[src/rtl/lsl8.sv]
// 8-bit logical shift left by 0..3 with zero fill; combinational d_out plus registered q_out.
// Latency: d_out is combinational (0 cycles); q_out follows d_out 1 cycle after a clk edge with en=1.
// No backpressure: en gates the q_out load, and q_out holds when en=0.
module lsl8 (
  input  logic       clk,
  input  logic       reset_n,
  input  logic [7:0] d_in,
  input  logic [1:0] shamt,
  input  logic       en,
  output logic [7:0] d_out,
  output logic [7:0] q_out
);

  logic [7:0] stage0;
  logic [7:0] stage1;

  // Stage 0: each bit picks its own bit or its lower neighbour (shift by 1), zero at bit 0.
  always_comb begin
    stage0 = shamt[0] ? {d_in[6:0], 1'b0} : d_in;
  end

  // Stage 1: each bit picks the stage-0 bit or the one two below (shift by 2), zeros at bits 1:0.
  always_comb begin
    stage1 = shamt[1] ? {stage0[5:0], 2'b00} : stage0;
  end

  assign d_out = stage1;

  // Output register: async clear, load the shifted value when enabled, otherwise hold.
  always_ff @(posedge clk or negedge reset_n) begin
    if (!reset_n) begin
      q_out <= 8'h00;
    end else if (en) begin
      q_out <= stage1;
    end
  end

endmodule

[config.mk]
export PLATFORM = sky130hd
export DESIGN_NAME = lsl8
export DESIGN_NICKNAME = d
export VERILOG_FILES = /design/src/rtl/lsl8.sv
export SDC_FILE = /design/constraint.sdc
export NUM_CORES = 1
export LEC_CHECK = 0
export CAP_MARGIN = 20
export CORE_MARGIN = 5
export CORE_UTILIZATION = 30
export DETAILED_ROUTE_END_ITERATION = 8
export PLACE_DENSITY = 0.62
export SYNTH_ARGS = -nofsm -noshare
export SYNTH_HDL_FRONTEND = slang
export SYNTH_SLANG_ARGS = --single-unit
[constraint.sdc]
create_clock -name clk -period 2.86 [get_ports clk]
set_clock_uncertainty 0.1 [all_clocks]
set_input_delay 0.572 -clock clk [delete_from_list [all_inputs] [get_ports clk]]
set_output_delay 0.572 -clock clk [all_outputs]
set_load 0.01 [all_outputs]
; Word level (Yosys, flattened, before mapping)
; Cells that the tools add are included.
[classes]
muxes = 2
[ops]
columns = op, count
row1 = 2-to-1 mux 8 bit, 2
[word_totals]
reg_bits = 8
in_bits = 13
out_inout_bits = 16

; Longest topological paths before layout
; Gate-level depths: netlist of the first run.
[logic_depth]
word_depth = 2
depth_mapped = 4

; Worst setup path after synthesis of the first run
; OpenSTA, ideal clock, no wires.
[synth_timing]
kind = input to output
from = input port shamt[1]
to = output port d_out[4]
arrival_ns = 1.290
required_time_ns = 2.188
slack_ns = 0.898
stages = 3
n_path_buf = 1
path_cell_list = buf_6 -> mux2_4 -> mux2_4
[synth_via]
elab_chain_cells = 1
[synth_rtl]
columns = element, line_no
row1 = from (decl), 8  ; input logic [1:0] shamt,
row2 = 2-to-1 mux 8 bit, 24  ; stage1 = shamt[1] ? {stage0[5:0], 2'b00} : stage0;
row3 = to (decl), 10  ; output logic [7:0] d_out,
; Every way passes these cells.

; Worst setup path in the final report of the first run
[layout_timing]
from = input port shamt[0]
to = output port d_out[0]
[layout_via]
elab_chain_cells = 2
[layout_rtl]
columns = element, line_no
row1 = 2-to-1 mux 8 bit, 19  ; stage0 = shamt[0] ? {d_in[6:0], 1'b0} : d_in;
row2 = 2-to-1 mux 8 bit, 24
; Every way passes these cells.

==> impl_metrics.json, run 1 <==
{
  "comb_power_share_pct": 38.8,
  "post_cts.repair.setup_buffers": 0,
  "pwr-share-seq_pct": 37.8,
  "drive_gt1_share_pct": 20.2,
  "htreeDepth": 1,
  "critPathKind": "primary input to primary output",
  "rsz0062_at_grt": "no",
  "crit_chain": "clkdlybuf4s50_1 > buf_12 > nor3b_1 > clkdlybuf4s50_1",
  "critPathRequiredTime_ns": 2.19,
  "ys_warn_count": 0,
  "outcome": "finished clean",
  "hold_viol_final": 0,
  "finalCriticalPeriod_ns": 2.77,
  "syn_area_um2": 517,
  "synth_nets": 64,
  "cts_tree": "built",
  "routabilityCongestion": 0.787,
  "grt_pass1_wl_um": 2150,
  "hp-class": "register to register",
  "crit_path_max_incr_delay_ns": 0.60,
  "cts_root_buf": "clkbuf_4",
  "ys_types": 19,
  "insertion_delay_ns": 0.24,
  "first_iter_violations": 18,
  "cellPowerDensity_nw_per_um2": 405,
  "fin_ws_ns": 0.0893,
  "maxSlewHeadroom_pct": 69.4,
  "vias_per_cell": 4.99,
  "syn_avg_cell_area_um2": 10.1,
  "seq_area_frac_synth_pct": 38.7,
  "start_util_pct": 30.6,
  "core_area_um2": 1690,
  "via_count": 504,
  "grt_max_degree": 15,
  "clkTransAtPathRegs_ns": 0.05,
  "largest_reg_flops": 8,
  "dieArea_um2": 2650,
  "timing.hold.ws_ns": 0.402,
  "num_io_pins": 29,
  "critPathArrivalTime_ns": 2.10,
  "antenna_found_initial": 0,
  "num-nets-final": 99,
  "crit_family": "buffers and inverters",
  "p_sw_uw": 94.5,
  "drv_slew": 0,
  "first_global_vias": 480,
  "fmax_mhz": 361,
  "startpoint_type": "primary input",
  "worst-path-buf-inv": 3,
  "crit_path_top_delay_cell": "clkdlybuf4s50_1",
  "diodes": 0,
  "drtPass1Iterations": 5,
  "cts_sinks": 8,
  "syn_to_final_growth_pct": 68.5,
  "p_sw_share_pct": 26.8,
  "dp_hpwl_um": 1070,
  "clkPwrFrac_pct": 23.4,
  "die_w_um": 51.5,
  "cts_buffers": 3,
  "synth_cells": 51,
  "synth-seq-cells": 8,
  "reg_top3": "q_out: 8 flops",
  "clockBufferDepth": 2,
  "leakage_nw": 0.386,
  "endpoint_kind": "primary output",
  "wl_per_cell_um": 13.0,
  "rows": 15,
  "numPortBuffers": 28,
  "period_share_pct": 96.9,
  "drv_cap": 0,
  "tightest_slew_ns": 0.458,
  "worst_ir_drop_vdd_v": 0.000291,
  "antenna_left": 0,
  "grt.overflow.total": 0,
  "fillCellCount": 156,
  "drc": 0,
  "setup_viol": 0,
  "total_power_uw": 352,
  "p_int_uw": 258,
  "routed_wl_um": 1320,
  "path_max_fanout": 14,
  "grt_use_total_pct": 10.9,
  "top_register": "q_out",
  "crit_path_frequent_cell": "clkdlybuf4s50_1",
  "post-place-ws_ns": -0.128,
  "fp.dieH_um": 51.5
}
## logic make-up after synthesis
family / count (synthesis) / synth area share [%]
simple gates: 16 / 15.0
buf+inv: 6 / 6.54
mux: 12 / 27.8
compound gates: 9 / 11.9
flops: 8 / 38.7
## final timing paths
kind	startpoint	endpoint	slack (ns)	cells after the start
max	shamt[0]	d_out[0]	0.09	4
min	q_out[0]	q_out[0]	0.40	1
max reg2reg	q_out[4]	q_out[4]	2.01	1
min reg2reg	q_out[0]	q_out[0]	0.40	1
max in group asynchronous	reset_n	q_out[0]	1.90	1
min in group asynchronous	reset_n	q_out[1]	0.50	1
## layout make-up
class,count,area (µm²),area share (%)
multi-input cells,37,287,32.9
clock buffers,3,22.5,2.59
inverters,3,11.3,1.29
flip-flops and latches,8,200,23.0
well taps,17,21.3,2.44
repair buffers,33,329,37.8
## cell usage after synthesis, drive strengths merged
master	count	area share (%)
mux2i	5	9.7
nor2	5	3.6
nor3b	1	1.5
clkbuf	2	2.2
nand2	4	2.9
nand3	2	1.9
buf	1	2.2
o21ai	1	0.97
inv	3	2.2
nand3b	1	1.5
dfrtp	8	39
nand2b	2	2.4
mux2	7	18
a21oi	3	2.9
a31oi	1	1.2
or2	1	1.2
o221ai	4	6.8
## placed cells by master, fill, tap and decap left out
master and count:
dlygate4sd2_1 1, inv_1 3, o21ai_0 1, mux2_2 3, buf_4 4, nand3_1 2
nor2_1 5, nand3b_1 1, o221ai_1 4, nand2b_1 2, dfrtp_1 8, mux2i_2 1
a31oi_1 1, buf_12 1, nor3b_1 1, mux2_4 4, or2_2 1, mux2i_1 4
clkdlybuf4s50_1 27, nand2_1 4, clkbuf_4 3, a21oi_1 3
## what timing repair did
action / 4_1_cts / 5_1_grt
hold buffers: 0 / 0
setup endpoints to repair: 7 / 0
gates resized for setup: 2 / 0
## power groups by stage
stage / Combinational (mW) / Sequential [mW] / Clock [mW]
4_1_cts: 0.139 / 0.133 / 0.0866
3_5_place_dp: 0.138 / 0.135 / 0
3_3_place_gp: 0.138 / 0.134 / 0
5_1_grt: 0.148 / 0.135 / 0.0946
2_1_floorplan: 0.0512 / 0.141 / 0
6_report: 0.137 / 0.133 / 0.0825
## metal layers
metal  global-route usage (%)  part of all wire (%)
met1                     13.4                    44
met2                     17.6                    48
met3                     4.87                   7.4
met4                     2.62                  0.53
met5                        0                     0
## stage by stage
step	setup TNS [ns]	cells	util (%)	area (µm²)
2_1_floorplan	0	51	-	517
3_3_place_gp	-0.392	98	50.1	846
3_5_place_dp	-0.566	98	50.1	846
4_1_cts	0	101	51.6	871
5_1_grt	0	101	51.6	871
6_report	0	101	51.6	871
Power figures use the tool's default switching activity.
==> run 2: changes to the inputs <==
--- a/config.mk
+++ b/config.mk
@@ -9,7 +9,7 @@
 export CORE_MARGIN = 5
 export CORE_UTILIZATION = 30
 export DETAILED_ROUTE_END_ITERATION = 8
-export PLACE_DENSITY = 0.62
+export PLACE_DENSITY = 0.63
 export SYNTH_ARGS = -nofsm -noshare
 export SYNTH_HDL_FRONTEND = slang
 export SYNTH_SLANG_ARGS = --single-unit
==> run 2 against run 1 <==
  * Wire length increased by 4.9%
  * Fmax increased by 0.25%
  * Die area unchanged
  * Setup slack improved by 0.0069 ns
  * Critical path depth unchanged
  * Via count increased by 0.79%
  * Count of clock-buffer cells in the layout unchanged
  * Sequential share of layout area increased by 0.20 points
  * Clock power increased by 4.0%
  * Core utilization decreased by 0.44 points
  * Total power increased by 0.90%
  * Critical path type unchanged
  * Largest cell class unchanged
  * Largest power group unchanged
==> impl_metrics.json, run 2 (synthesized netlist as in run 1, its figures left out) <==
{
  "outcome": "finished clean",
  "via_count": 508,
  "grt_pass1_wl_um": 2070,
  "grt_max_degree": 15,
  "endpoint_kind": "primary output",
  "comb_power_share_pct": 38.4,
  "setup_viol": 0,
  "hold_viol_final": 0,
  "startpoint_type": "primary input",
  "worst_ir_drop_vdd_v": 0.000278,
  "final_util_pct": 51.1,
  "antenna_found_initial": 0,
  "maxSlewHeadroom_pct": 68.4,
  "fillCellCount": 155,
  "crit_path_start": "shamt[0]",
  "critPathArrivalTime_ns": 2.09,
  "routed_wl_um": 1380,
  "cts_root_buf": "clkbuf_4",
  "cts_sinks": 8,
  "first_global_vias": 461,
  "period_share_pct": 96.6,
  "hp-start": "q_out[7]",
  "crit_path_max_incr_delay_ns": 0.60,
  "numPortBuffers": 28,
  "pwr-share-seq_pct": 37.5,
  "holdPathStages": 2,
  "vias_per_cell": 5.08,
  "crit_chain": "clkdlybuf4s50_1 > buf_12 > nor3b_1 > clkdlybuf4s50_1",
  "htreeDepth": 1,
  "p_int_uw": 257,
  "design_area_um2": 863,
  "core_area_um2": 1690,
  "antenna_left": 0,
  "num_io_pins": 29,
  "crit_path_top_delay_cell": "clkdlybuf4s50_1",
  "rr_worst_depth": 1,
  "clkTransAtPathRegs_ns": 0.05,
  "drive_gt1_share_pct": 19.3,
  "wl_per_cell_um": 13.8,
  "grt_use_total_pct": 10.8,
  "rsz0062_at_grt": "no",
  "worst-path-buf-inv": 3,
  "path_max_fanout": 14,
  "critPathKind": "primary input to primary output",
  "drtPass1Iterations": 5,
  "reg_top3": "q_out: 8 flops",
  "fmax_mhz": 362,
  "rows": 15,
  "cts_buffers": 3,
  "syn_to_final_growth_pct": 67.1,
  "cp.depth": 4,
  "clockBufferDepth": 2,
  "p_sw_share_pct": 27.6,
  "r2r-start": "q_out[4]",
  "total_power_uw": 356,
  "die_w_um": 51.5,
  "first_iter_violations": 12,
  "hp-class": "register to register",
  "diodes": 0,
  "num-nets-final": 98,
  "final_cell_mix": "clkdlybuf4s50_1 (27), dfrtp_1 (8), nor2_1 (5)",
  "drv_cap": 0,
  "clkPwrFrac_pct": 24.1,
  "fp.dieH_um": 51.5,
  "crit_path_frequent_cell": "clkdlybuf4s50_1",
  "timing.hold.ws_ns": 0.405,
  "cts_tree": "built",
  "dieArea_um2": 2650,
  "layout_commonest_cell": "clkdlybuf4s50_1",
  "start_util_pct": 30.6,
  "critPathRequiredTime_ns": 2.19,
  "drv_slew": 0,
  "place_area_um2": 838,
  "grt.overflow.total": 0,
  "routabilityCongestion": 0.732,
  "insertion_delay_ns": 0.25,
  "crit_family": "buffers and inverters",
  "tightest_slew_ns": 0.472,
  "cellPowerDensity_nw_per_um2": 412,
  "finalCriticalPeriod_ns": 2.76,
  "top_register": "q_out",
  "leakage_nw": 0.381,
  "largest_reg_flops": 8,
  "drc": 0,
  "p_sw_uw": 98.3
}
[run 2: cell count changes in the layout (fill, tap and decap cells not counted)]
cell	previous run	this run
buf_4	4	3
[run 2: power by group through the flow]
stage | registers (mW) | clock network (mW) | logic, mW
2_1_floorplan | 0.141 | 0 | 0.0512
3_3_place_gp | 0.135 | 0 | 0.137
3_5_place_dp | 0.135 | 0 | 0.136
4_1_cts | 0.133 | 0.0903 | 0.137
5_1_grt | 0.135 | 0.0975 | 0.147
6_report | 0.133 | 0.0858 | 0.137
[run 2: worst min-delay path: stages, from the launching register on]
cell and delay [ns]:
dfrtp_1 0.34, nand2b_1 0.05, o221ai_1 0.06
[run 2: final timing paths]
path	to	slack, ns
setup / recovery	d_out[0]	0.1
hold / removal	q_out[7]	0.40
setup reg to reg	q_out[4]	2.00
hold reg to reg	q_out[7]	0.40
max in group asynchronous	q_out[3]	1.92
min in group asynchronous	q_out[1]	0.49
[run 2: final cells by class]
class	instances	area (µm²)	area share, %
sequential	8	200	23.2
tap	17	21.3	2.46
timing repair buffer	32	322	37.2
clock buffer	3	22.5	2.61
multi-input combinational	37	287	33.2
inverter	3	11.3	1.30
[run 2: routing by layer]
metal	vias up	global-route usage, %	share of wire, %
li1	245	-	-
met1	233	12.5	41
met2	28	15.7	44
met3	2	7.45	13
met4	0	3.93	1.4
met5	-	0	0
[run 2: repair_timing]
action	in CTS	in global routing
buffers inserted	0	0
hold buffers	0	0
gates resized for setup	1	1
endpoints found under the setup margin	7	1
[run 2: per-stage QoR]
stage,std cells,worst slack [ns],TNS (ns)
floorplan,51,0.898,0
global placement,97,-0.123,-0.537
detailed placement,97,-0.139,-0.620
CTS,100,0.0841,0
global route,100,0.0333,0
finish,100,0.0962,0
